==> src/rtl/vdu_pkg.sv <==
// Shared types and constants for the bitmap VDU family.
//   rgb565_t      : packed RGB565 pixel {r[4:0], g[5:0], b[4:0]}
//   cfg_sel_t     : colour register selector
//   axis_timing_t : active/porch/sync widths for one display axis
//   axis_total()  : total count (active + porches + sync) of one axis
package vdu_pkg;

    localparam int CW = 16;
    typedef logic [CW-1:0] coord_t;

    typedef struct packed {
        logic [4:0] r;
        logic [5:0] g;
        logic [4:0] b;
    } rgb565_t;

    typedef enum logic [1:0] {
        CFG_FG     = 2'd0,
        CFG_BG     = 2'd1,
        CFG_BORDER = 2'd2
    } cfg_sel_t;

    localparam rgb565_t FG_DEFAULT     = rgb565_t'(16'hF600);  // yellow
    localparam rgb565_t BG_DEFAULT     = rgb565_t'(16'h10CE);  // blue
    localparam rgb565_t BORDER_DEFAULT = rgb565_t'(16'h0000);  // black
    localparam rgb565_t BLACK          = rgb565_t'(16'h0000);

    typedef struct packed {
        coord_t res;
        coord_t fp;
        coord_t sync;
        coord_t bp;
    } axis_timing_t;

    function automatic coord_t axis_total(input axis_timing_t t);
        return t.res + t.fp + t.sync + t.bp;
    endfunction

endpackage

==> src/rtl/vdu_vga_bitmap_timing.sv <==
// display_timing: raster position counters and raw (active-high) timing.
//   clk_i, rst_i         : clock, synchronous active-high reset
//   sx_o, sy_o           : current beam position
//   sx_next_o, sy_next_o : position the counters move to on the next edge
//   hsync_o, vsync_o     : sync windows, active-high regardless of pin polarity
//   de_o                 : inside the active area
//   frame_o, line_o      : position is (0,0) / sx is 0
module display_timing
    import vdu_pkg::*;
#(
    parameter axis_timing_t H_TIM = '{16'd800, 16'd40, 16'd128, 16'd88},
    parameter axis_timing_t V_TIM = '{16'd600, 16'd1, 16'd4, 16'd23}
) (
    input  logic   clk_i,
    input  logic   rst_i,
    output coord_t sx_o,
    output coord_t sy_o,
    output coord_t sx_next_o,
    output coord_t sy_next_o,
    output logic   hsync_o,
    output logic   vsync_o,
    output logic   de_o,
    output logic   frame_o,
    output logic   line_o
);

    localparam coord_t H_LAST = axis_total(H_TIM) - 16'd1;
    localparam coord_t V_LAST = axis_total(V_TIM) - 16'd1;
    localparam coord_t HS_BEG = H_TIM.res + H_TIM.fp;
    localparam coord_t HS_END = H_TIM.res + H_TIM.fp + H_TIM.sync;
    localparam coord_t VS_BEG = V_TIM.res + V_TIM.fp;
    localparam coord_t VS_END = V_TIM.res + V_TIM.fp + V_TIM.sync;

    coord_t sx_q, sy_q, sx_d, sy_d;

    // Next raster position: sx wraps each line, sy advances on that wrap
    always_comb begin
        sx_d = sx_q;
        sy_d = sy_q;
        if (sx_q == H_LAST) begin
            sx_d = 16'd0;
            if (sy_q == V_LAST) begin
                sy_d = 16'd0;
            end else begin
                sy_d = sy_q + 16'd1;
            end
        end else begin
            sx_d = sx_q + 16'd1;
        end
    end

    // Raster position registers
    always_ff @(posedge clk_i) begin
        if (rst_i) begin
            sx_q <= 16'd0;
            sy_q <= 16'd0;
        end else begin
            sx_q <= sx_d;
            sy_q <= sy_d;
        end
    end

    assign sx_o      = sx_q;
    assign sy_o      = sy_q;
    assign sx_next_o = sx_d;
    assign sy_next_o = sy_d;
    assign hsync_o   = (sx_q >= HS_BEG) && (sx_q < HS_END);
    assign vsync_o   = (sy_q >= VS_BEG) && (sy_q < VS_END);
    assign de_o      = (sx_q < H_TIM.res) && (sy_q < V_TIM.res);
    assign line_o    = (sx_q == 16'd0);
    assign frame_o   = (sx_q == 16'd0) && (sy_q == 16'd0);

endmodule

==> src/rtl/vdu_vga_bitmap.sv <==
// vdu_vga_bitmap: centred, pixel-replicated 1-bpp bitmap on a VGA raster.
//   clk_pix, rst_pix            : pixel clock, synchronous active-high reset
//   en                          : display enable, taken at frame start
//   cfg_we/cfg_sel/cfg_data     : colour shadow register write port (RGB565)
//   read_en/read_addr           : display memory byte fetch
//   display_data                : fetched byte, READ_LAT cycles after read_en
//   frame_start                 : pulse with the first active pixel on the pins
//   vga_*                       : registered VGA pins, one cycle behind counters
module vdu_vga_bitmap
    import vdu_pkg::*;
#(
    parameter int H_RES     = 800,
    parameter int H_FP      = 40,
    parameter int H_SYNC    = 128,
    parameter int H_BP      = 88,
    parameter int V_RES     = 600,
    parameter int V_FP      = 1,
    parameter int V_SYNC    = 4,
    parameter int V_BP      = 23,
    parameter int H_POL     = 1,
    parameter int V_POL     = 1,
    parameter int BM_W      = 64,
    parameter int BM_H      = 64,
    parameter int SCALE     = 3,
    parameter int BASE_ADDR = 0,
    parameter int READ_LAT  = 1
) (
    input  logic        clk_pix,
    input  logic        rst_pix,
    input  logic        en,
    input  logic        cfg_we,
    input  logic [1:0]  cfg_sel,
    input  logic [15:0] cfg_data,
    output logic        read_en,
    output logic [15:0] read_addr,
    input  logic [7:0]  display_data,
    output logic        frame_start,
    output logic        vga_clk,
    output logic        vga_hsync,
    output logic        vga_vsync,
    output logic        vga_de,
    output logic [4:0]  vga_r,
    output logic [5:0]  vga_g,
    output logic [4:0]  vga_b
);

    localparam int WIN_W = BM_W << SCALE;
    localparam int WIN_H = BM_H << SCALE;
    localparam int X_OFF = (H_RES - WIN_W) / 2;
    localparam int Y_OFF = (V_RES - WIN_H) / 2;

    localparam coord_t X0        = coord_t'(X_OFF);
    localparam coord_t X1        = coord_t'(X_OFF + WIN_W);
    localparam coord_t Y0        = coord_t'(Y_OFF);
    localparam coord_t Y1        = coord_t'(Y_OFF + WIN_H);
    localparam coord_t LEAD      = coord_t'(READ_LAT + 1);
    localparam coord_t PIX_MASK  = coord_t'((1 << SCALE) - 1);
    localparam coord_t BYTE_MASK = coord_t'((8 << SCALE) - 1);
    localparam coord_t ROW_BYTES = coord_t'(BM_W / 8);
    localparam logic [15:0] BASE16 = 16'(BASE_ADDR);
    localparam logic HS_ON = (H_POL != 0);
    localparam logic VS_ON = (V_POL != 0);

    localparam axis_timing_t H_TIM = '{coord_t'(H_RES), coord_t'(H_FP), coord_t'(H_SYNC), coord_t'(H_BP)};
    localparam axis_timing_t V_TIM = '{coord_t'(V_RES), coord_t'(V_FP), coord_t'(V_SYNC), coord_t'(V_BP)};

    // The fetch is issued READ_LAT+1 pixels ahead of its byte, so the window
    // must leave that much room after sx=0.
    if ((X_OFF < READ_LAT + 1) || (WIN_W > H_RES) || (WIN_H > V_RES) ||
        (READ_LAT < 1) || (READ_LAT > 4) || ((BM_W % 8) != 0)) begin : g_bad_geometry
        $error("vdu_vga_bitmap: invalid window geometry or READ_LAT");
    end

    coord_t sx_s, sy_s, sx_next_s, sy_next_s;
    logic   hsync_s, vsync_s, de_s, frame_s, line_s;

    display_timing #(
        .H_TIM (H_TIM),
        .V_TIM (V_TIM)
    ) u_timing (
        .clk_i     (clk_pix),
        .rst_i     (rst_pix),
        .sx_o      (sx_s),
        .sy_o      (sy_s),
        .sx_next_o (sx_next_s),
        .sy_next_o (sy_next_s),
        .hsync_o   (hsync_s),
        .vsync_o   (vsync_s),
        .de_o      (de_s),
        .frame_o   (frame_s),
        .line_o    (line_s)
    );

    rgb565_t fg_sh_q, bg_sh_q, bd_sh_q, fg_sh_d, bg_sh_d, bd_sh_d;
    rgb565_t fg_q, bg_q, bd_q, fg_d, bg_d, bd_d;
    logic    en_q, en_d;

    // Shadow writes; shadows (with any same-cycle write) go live at (0,0).
    // The colour mux uses the *_d values so pixel (0,0) already sees them.
    always_comb begin
        fg_sh_d = fg_sh_q;
        bg_sh_d = bg_sh_q;
        bd_sh_d = bd_sh_q;
        if (cfg_we) begin
            case (cfg_sel_t'(cfg_sel))
                CFG_FG:     fg_sh_d = rgb565_t'(cfg_data);
                CFG_BG:     bg_sh_d = rgb565_t'(cfg_data);
                CFG_BORDER: bd_sh_d = rgb565_t'(cfg_data);
                default:    fg_sh_d = fg_sh_q;
            endcase
        end else begin
            fg_sh_d = fg_sh_q;
        end
        if (frame_s) begin
            fg_d = fg_sh_d;
            bg_d = bg_sh_d;
            bd_d = bd_sh_d;
            en_d = en;
        end else begin
            fg_d = fg_q;
            bg_d = bg_q;
            bd_d = bd_q;
            en_d = en_q;
        end
    end

    // Colour and enable registers
    always_ff @(posedge clk_pix) begin
        if (rst_pix) begin
            fg_sh_q <= FG_DEFAULT;
            bg_sh_q <= BG_DEFAULT;
            bd_sh_q <= BORDER_DEFAULT;
            fg_q    <= FG_DEFAULT;
            bg_q    <= BG_DEFAULT;
            bd_q    <= BORDER_DEFAULT;
            en_q    <= 1'b0;
        end else begin
            fg_sh_q <= fg_sh_d;
            bg_sh_q <= bg_sh_d;
            bd_sh_q <= bd_sh_d;
            fg_q    <= fg_d;
            bg_q    <= bg_d;
            bd_q    <= bd_d;
            en_q    <= en_d;
        end
    end

    coord_t      fx_s, fpx_s, ppx_s, by_s;
    logic        row_next_s, fetch_s, in_win_next_s, in_win_s;
    logic [15:0] addr_s, read_addr_d, read_addr_q;
    logic [7:0]  shift_d, shift_q;
    logic        read_en_q;
    rgb565_t     pix_d, rgb_q;
    logic        hsync_q, vsync_q, de_q, frame_start_q;

    // Fetch decode works on the next position so read_en lands on sx=S-READ_LAT-1
    always_comb begin
        fx_s          = sx_next_s + LEAD;
        fpx_s         = fx_s - X0;
        ppx_s         = sx_next_s - X0;
        row_next_s    = (sy_next_s >= Y0) && (sy_next_s < Y1);
        by_s          = (sy_next_s - Y0) >> SCALE;
        fetch_s       = en_q && row_next_s && (fx_s >= X0) && (fx_s < X1) &&
                        ((fpx_s & BYTE_MASK) == 16'd0);
        addr_s        = BASE16 + (by_s * ROW_BYTES) + (fpx_s >> (SCALE + 3));
        in_win_next_s = row_next_s && (sx_next_s >= X0) && (sx_next_s < X1);
        in_win_s      = (sx_s >= X0) && (sx_s < X1) && (sy_s >= Y0) && (sy_s < Y1);
        if (fetch_s) begin
            read_addr_d = addr_s;
        end else begin
            read_addr_d = read_addr_q;
        end
    end

    // Shifter: load at each byte start, shift every 2^SCALE pixels, clear per line
    always_comb begin
        if (line_s) begin
            shift_d = 8'd0;
        end else if (in_win_next_s && ((ppx_s & BYTE_MASK) == 16'd0)) begin
            shift_d = display_data;
        end else if (in_win_next_s && ((ppx_s & PIX_MASK) == 16'd0)) begin
            shift_d = {shift_q[6:0], 1'b0};
        end else begin
            shift_d = shift_q;
        end
    end

    // Pixel colour priority: blanking, disabled, border, bitmap bit
    always_comb begin
        pix_d = BLACK;
        if (!de_s) begin
            pix_d = BLACK;
        end else if (!en_d) begin
            pix_d = BLACK;
        end else if (!in_win_s) begin
            pix_d = bd_d;
        end else if (shift_q[7]) begin
            pix_d = fg_d;
        end else begin
            pix_d = bg_d;
        end
    end

    // Fetch, shifter and output pin registers
    always_ff @(posedge clk_pix) begin
        if (rst_pix) begin
            read_en_q     <= 1'b0;
            read_addr_q   <= 16'd0;
            shift_q       <= 8'd0;
            rgb_q         <= BLACK;
            hsync_q       <= ~HS_ON;
            vsync_q       <= ~VS_ON;
            de_q          <= 1'b0;
            frame_start_q <= 1'b0;
        end else begin
            read_en_q     <= fetch_s;
            read_addr_q   <= read_addr_d;
            shift_q       <= shift_d;
            rgb_q         <= pix_d;
            hsync_q       <= hsync_s ? HS_ON : ~HS_ON;
            vsync_q       <= vsync_s ? VS_ON : ~VS_ON;
            de_q          <= de_s;
            frame_start_q <= frame_s;
        end
    end

    assign read_en     = read_en_q;
    assign read_addr   = read_addr_q;
    assign frame_start = frame_start_q;
    assign vga_clk     = clk_pix;
    assign vga_hsync   = hsync_q;
    assign vga_vsync   = vsync_q;
    assign vga_de      = de_q;
    assign vga_r       = rgb_q.r;
    assign vga_g       = rgb_q.g;
    assign vga_b       = rgb_q.b;

endmodule

==> config.mk <==
export PLATFORM = sky130hd
export DESIGN_NAME = vdu_vga_bitmap
export DESIGN_NICKNAME = d
export VERILOG_FILES = /design/src/rtl/vdu_pkg.sv /design/src/rtl/vdu_vga_bitmap_timing.sv /design/src/rtl/vdu_vga_bitmap.sv
export SDC_FILE = /design/constraint.sdc
export NUM_CORES = 1
export LEC_CHECK = 0
export ABC_AREA = 1
export ABC_CLOCK_PERIOD_IN_PS = 3640
export CAP_MARGIN = 10
export CORE_MARGIN = 8
export CORE_UTILIZATION = 53
export CTS_CLUSTER_SIZE = 14
export DETAILED_ROUTE_END_ITERATION = 7
export PLACE_DENSITY = 0.83
export SYNTH_ARGS = -nofsm -noshare
export SYNTH_HDL_FRONTEND = slang
export SYNTH_SLANG_ARGS = --single-unit
export TNS_END_PERCENT = 50
==> constraint.sdc <==
create_clock -name clk_pix -period 3.64 [get_ports clk_pix]
set_input_delay 0.546 -clock clk_pix [delete_from_list [all_inputs] [get_ports clk_pix]]
set_output_delay 0.546 -clock clk_pix [all_outputs]
set_load 0.05 [all_outputs]
==> metrics.yaml <==
drt:
  ant_nets: 0
  drt_wl_total_mm: 24.13
  route.detailed.drc: 0
  vias_per_cell: 5.396
  wl_per_cell_um: 14.83
  dr.pass1.iters: 5
  drt_iter0_drc: 687
  vias: 8780
worst_setup_path:
  worstPathRequired_ps: 4090
  worstSetupStartpointType: "register"
  crit_type: "register to register"
  end_kind: "register"
  arrival_ps: 4060
  cp_max_fo: 5
synth:
  synth-main-ff-cell: "dfxtp_1"
  avgSynthCellArea_um2: 6.938
  synth_top_family_by_area: "simple AND/OR/NAND/NOR gates"
  synth_xor_area_frac: 0.02237
  synthArstFlopShare: 0
  syn_area_um2: 8895
  ys_warn_count: 0
  synth-adder-area-share: 0.02757
  synth_compound_gate_area_share: 0.09903
  synthSimpleGateAreaFrac: 0.3323
  seq_area_frac_synth: 0.3916
  synthMuxAreaShare: 0.03151
  synth_cell_types: 46
  synthCells: 1282
  synth_nets: 1331
  ys_seq_elements: 174
  synth_edf_count: 0
clock_network:
  clk_pin_slew_worst_paths_ps: 80
  cts_tree: "yes"
  clk_latency_ps: 560
sta:
  slew_headroom: 0.4401
  setup_viol: 0
  grt_setup_unrepaired: "yes"
  final_hold_viol_count: 0
  finalCriticalPeriod_ps: 3609
  post-route-period-util: 0.9916
  finClkSkew_ps: 14.37
  drv_slew: 0
  tns_ps: 0
  tightest_slew_ps: 832.2
  fmax_mhz: 277.1
layout:
  drive_above_1_share: 0.1613
  instances_no_fill: 1627
  final.fill_count: 1356
  utilization: 0.6732
  diodes: 0
  nNetsFinal: 1443
  design_area_um2: 11120
  syn2layout_area_growth_pct: 25.07
place:
  dpl.cell_count: 1581
  dp.final_hpwl_mm: 16.08
  dpl-instance-area_um2: 10100
  gp_congestion: 0.9541
  io_buffers: 67
power:
  cellLeakagePower_nw: 4.994
  peakVddDrop_mv: 0.5581
  powerDensity_nw_per_um2: 401.8
  power_w: 0.004470
die:
  chipHeight_um: 145.5
  chipWidth_um: 145.5
  boundaryPins: 68
  initial_core_util: 0.5383
  die_area_um2: 21180
  num_rows: 47
  core_area_um2: 16520
flow_run:
  maxCapViolations: 0
global_routing:
  first_global_vias: 8420
  grt_use_total: 0.2252
  overflow: 0
  grt_max_degree: 72
  grt_pass1_wl_mm: 39.74
  antenna_found_initial: 1
min_path:
  hold_path.class: "input port to register"
status:
  status: "finished clean"
==> layout by cell type, fill, tap and decap left out, drive strengths merged <==
cell / n
xnor2: 4
nand2: 289
a2111oi: 2
clkdlybuf4s50: 66
xor2: 17
inv: 168
o221ai: 11
a21boi: 2
o31ai: 1
a31oi: 2
ha: 18
nor4: 4
nand3: 87
fa: 1
dfxtp: 174
clkinv: 11
buf: 74
nor2: 242
a211oi: 1
o22ai: 7
o21bai: 3
clkbuf: 20
nor3: 14
or2: 3
a21oi: 40
mux2i: 28
o211ai: 10
a21o: 1
o21ai: 75
nor3b: 1
nand4: 31
==> report_power, final <==
group          internal (W)  switching [W]
sequential          0.00196      0.0000206
combinational      0.000137       0.000257
clock               0.00111       0.000986
==> registers in the layout, indices dropped and copies added, names as in the netlist <==
register,flops
fg_sh_q,16
bg_sh_q,16
bd_sh_q,16
read_en,1
bg_q,16
u_timing.sx_o,16
vga_vsync,1
frame_start,1
vga_r,5
vga_b,5
shift_q,8
bd_q,16
en_q,1
fg_q,16
vga_hsync,1
vga_de,1
read_addr,16
u_timing.sy_o,16
vga_g,6
==> repair_timing <==
| action | CTS | global route |
|---|---|---|
| resized for setup | 7 | 60 |
| endpoints found under the setup margin | 3 | 7 |
| pin swaps | 2 | 24 |
| cloned | 0 | 0 |
| hold buffers | 0 | 0 |
| setup buffers | 1 | 10 |
==> cell families after synthesis <==
| logic type | after synthesis |
|---|---|
| and+or+nand+nor | 671 |
| buffers and inverters | 214 |
| DFF | 174 |
| AOI/OAI and AO/OA | 155 |
| muxes | 28 |
| xor gates and xnor gates | 21 |
| adders and majority gates | 19 |
==> worst max-delay path: stages (launching register included) <==
cell and delay, ps:
dfxtp_4 380, ha_4 150, nand2_2 70, buf_4 160
nor2_8 110, buf_4 150, nand3_2 100, nand2_1 90
nand3_2 140, inv_2 130, nand3_2 100, nor2_4 150
xor2_2 150, nand2_1 110, o21ai_0 150, nand2_1 140
ha_4 300, inv_1 50, o21ai_0 330, a31oi_1 160
xor2_1 170, nand3_1 90, nand2_1 60, nor2_1 40
==> stage by stage <==
step	worst slack, ps	hold WS [ps]
after global routing	-262.2	451.4
after global placement	80.06	424.7
after CTS	6.732	434.2
after detailed placement	-89.93	428.4
after floorplan	8.704	414.7
final	30.60	430.6
==> final cells by class <==
class	count	area [um^2]	area share
sequential	174	3505	0.3150
inverter	164	619.3	0.05567
tap	220	275.3	0.02474
clock buffer	21	510.5	0.04589
clock inverter	15	203.9	0.01833
timing repair buffer	139	1214	0.1091
multi-input combinational	894	4797	0.4312
==> final timing paths <==
check | end | cells past startpoint | from | slack [ps]
worst min-delay path | u_timing.sx_o[4] | 2 | rst_pix | 430
worst min register to register | read_addr[12] | 2 | read_addr[12] | 440
worst max register to register | read_addr[10] | 23 | u_timing.sx_o[0] | 30
worst max-delay path | read_addr[10] | 23 | u_timing.sx_o[0] | 30
==> cell usage after synthesis, types with 11 or more instances <==
cell type / count / area, um^2
mux2i_1: 28 / 280.3
nor2_1: 220 / 825.8
nand2_2: 12 / 75.07
xor2_1: 15 / 131.4
o221ai_1: 11 / 96.34
nand3_1: 81 / 405.4
inv_1: 145 / 544.3
o21ai_0: 68 / 340.3
dfxtp_1: 174 / 3483
inv_2: 15 / 56.30
nand2_1: 277 / 1040
nand4_1: 28 / 175.2
a21oi_1: 40 / 200.2
clkbuf_1: 36 / 135.1
nor3_1: 12 / 60.06
ha_1: 18 / 225.2
nor2_2: 13 / 81.33
==> routing by layer <==
layer,part of all wire,routed length (um),GRT usage
met3,0.060,1443,0.04944
met5,0.00054,13,0
met2,0.49,11740,0.3886
met4,0.029,708,0.09891
met1,0.42,10220,0.2636
Note: power is estimated with default switching activity, not from simulation.
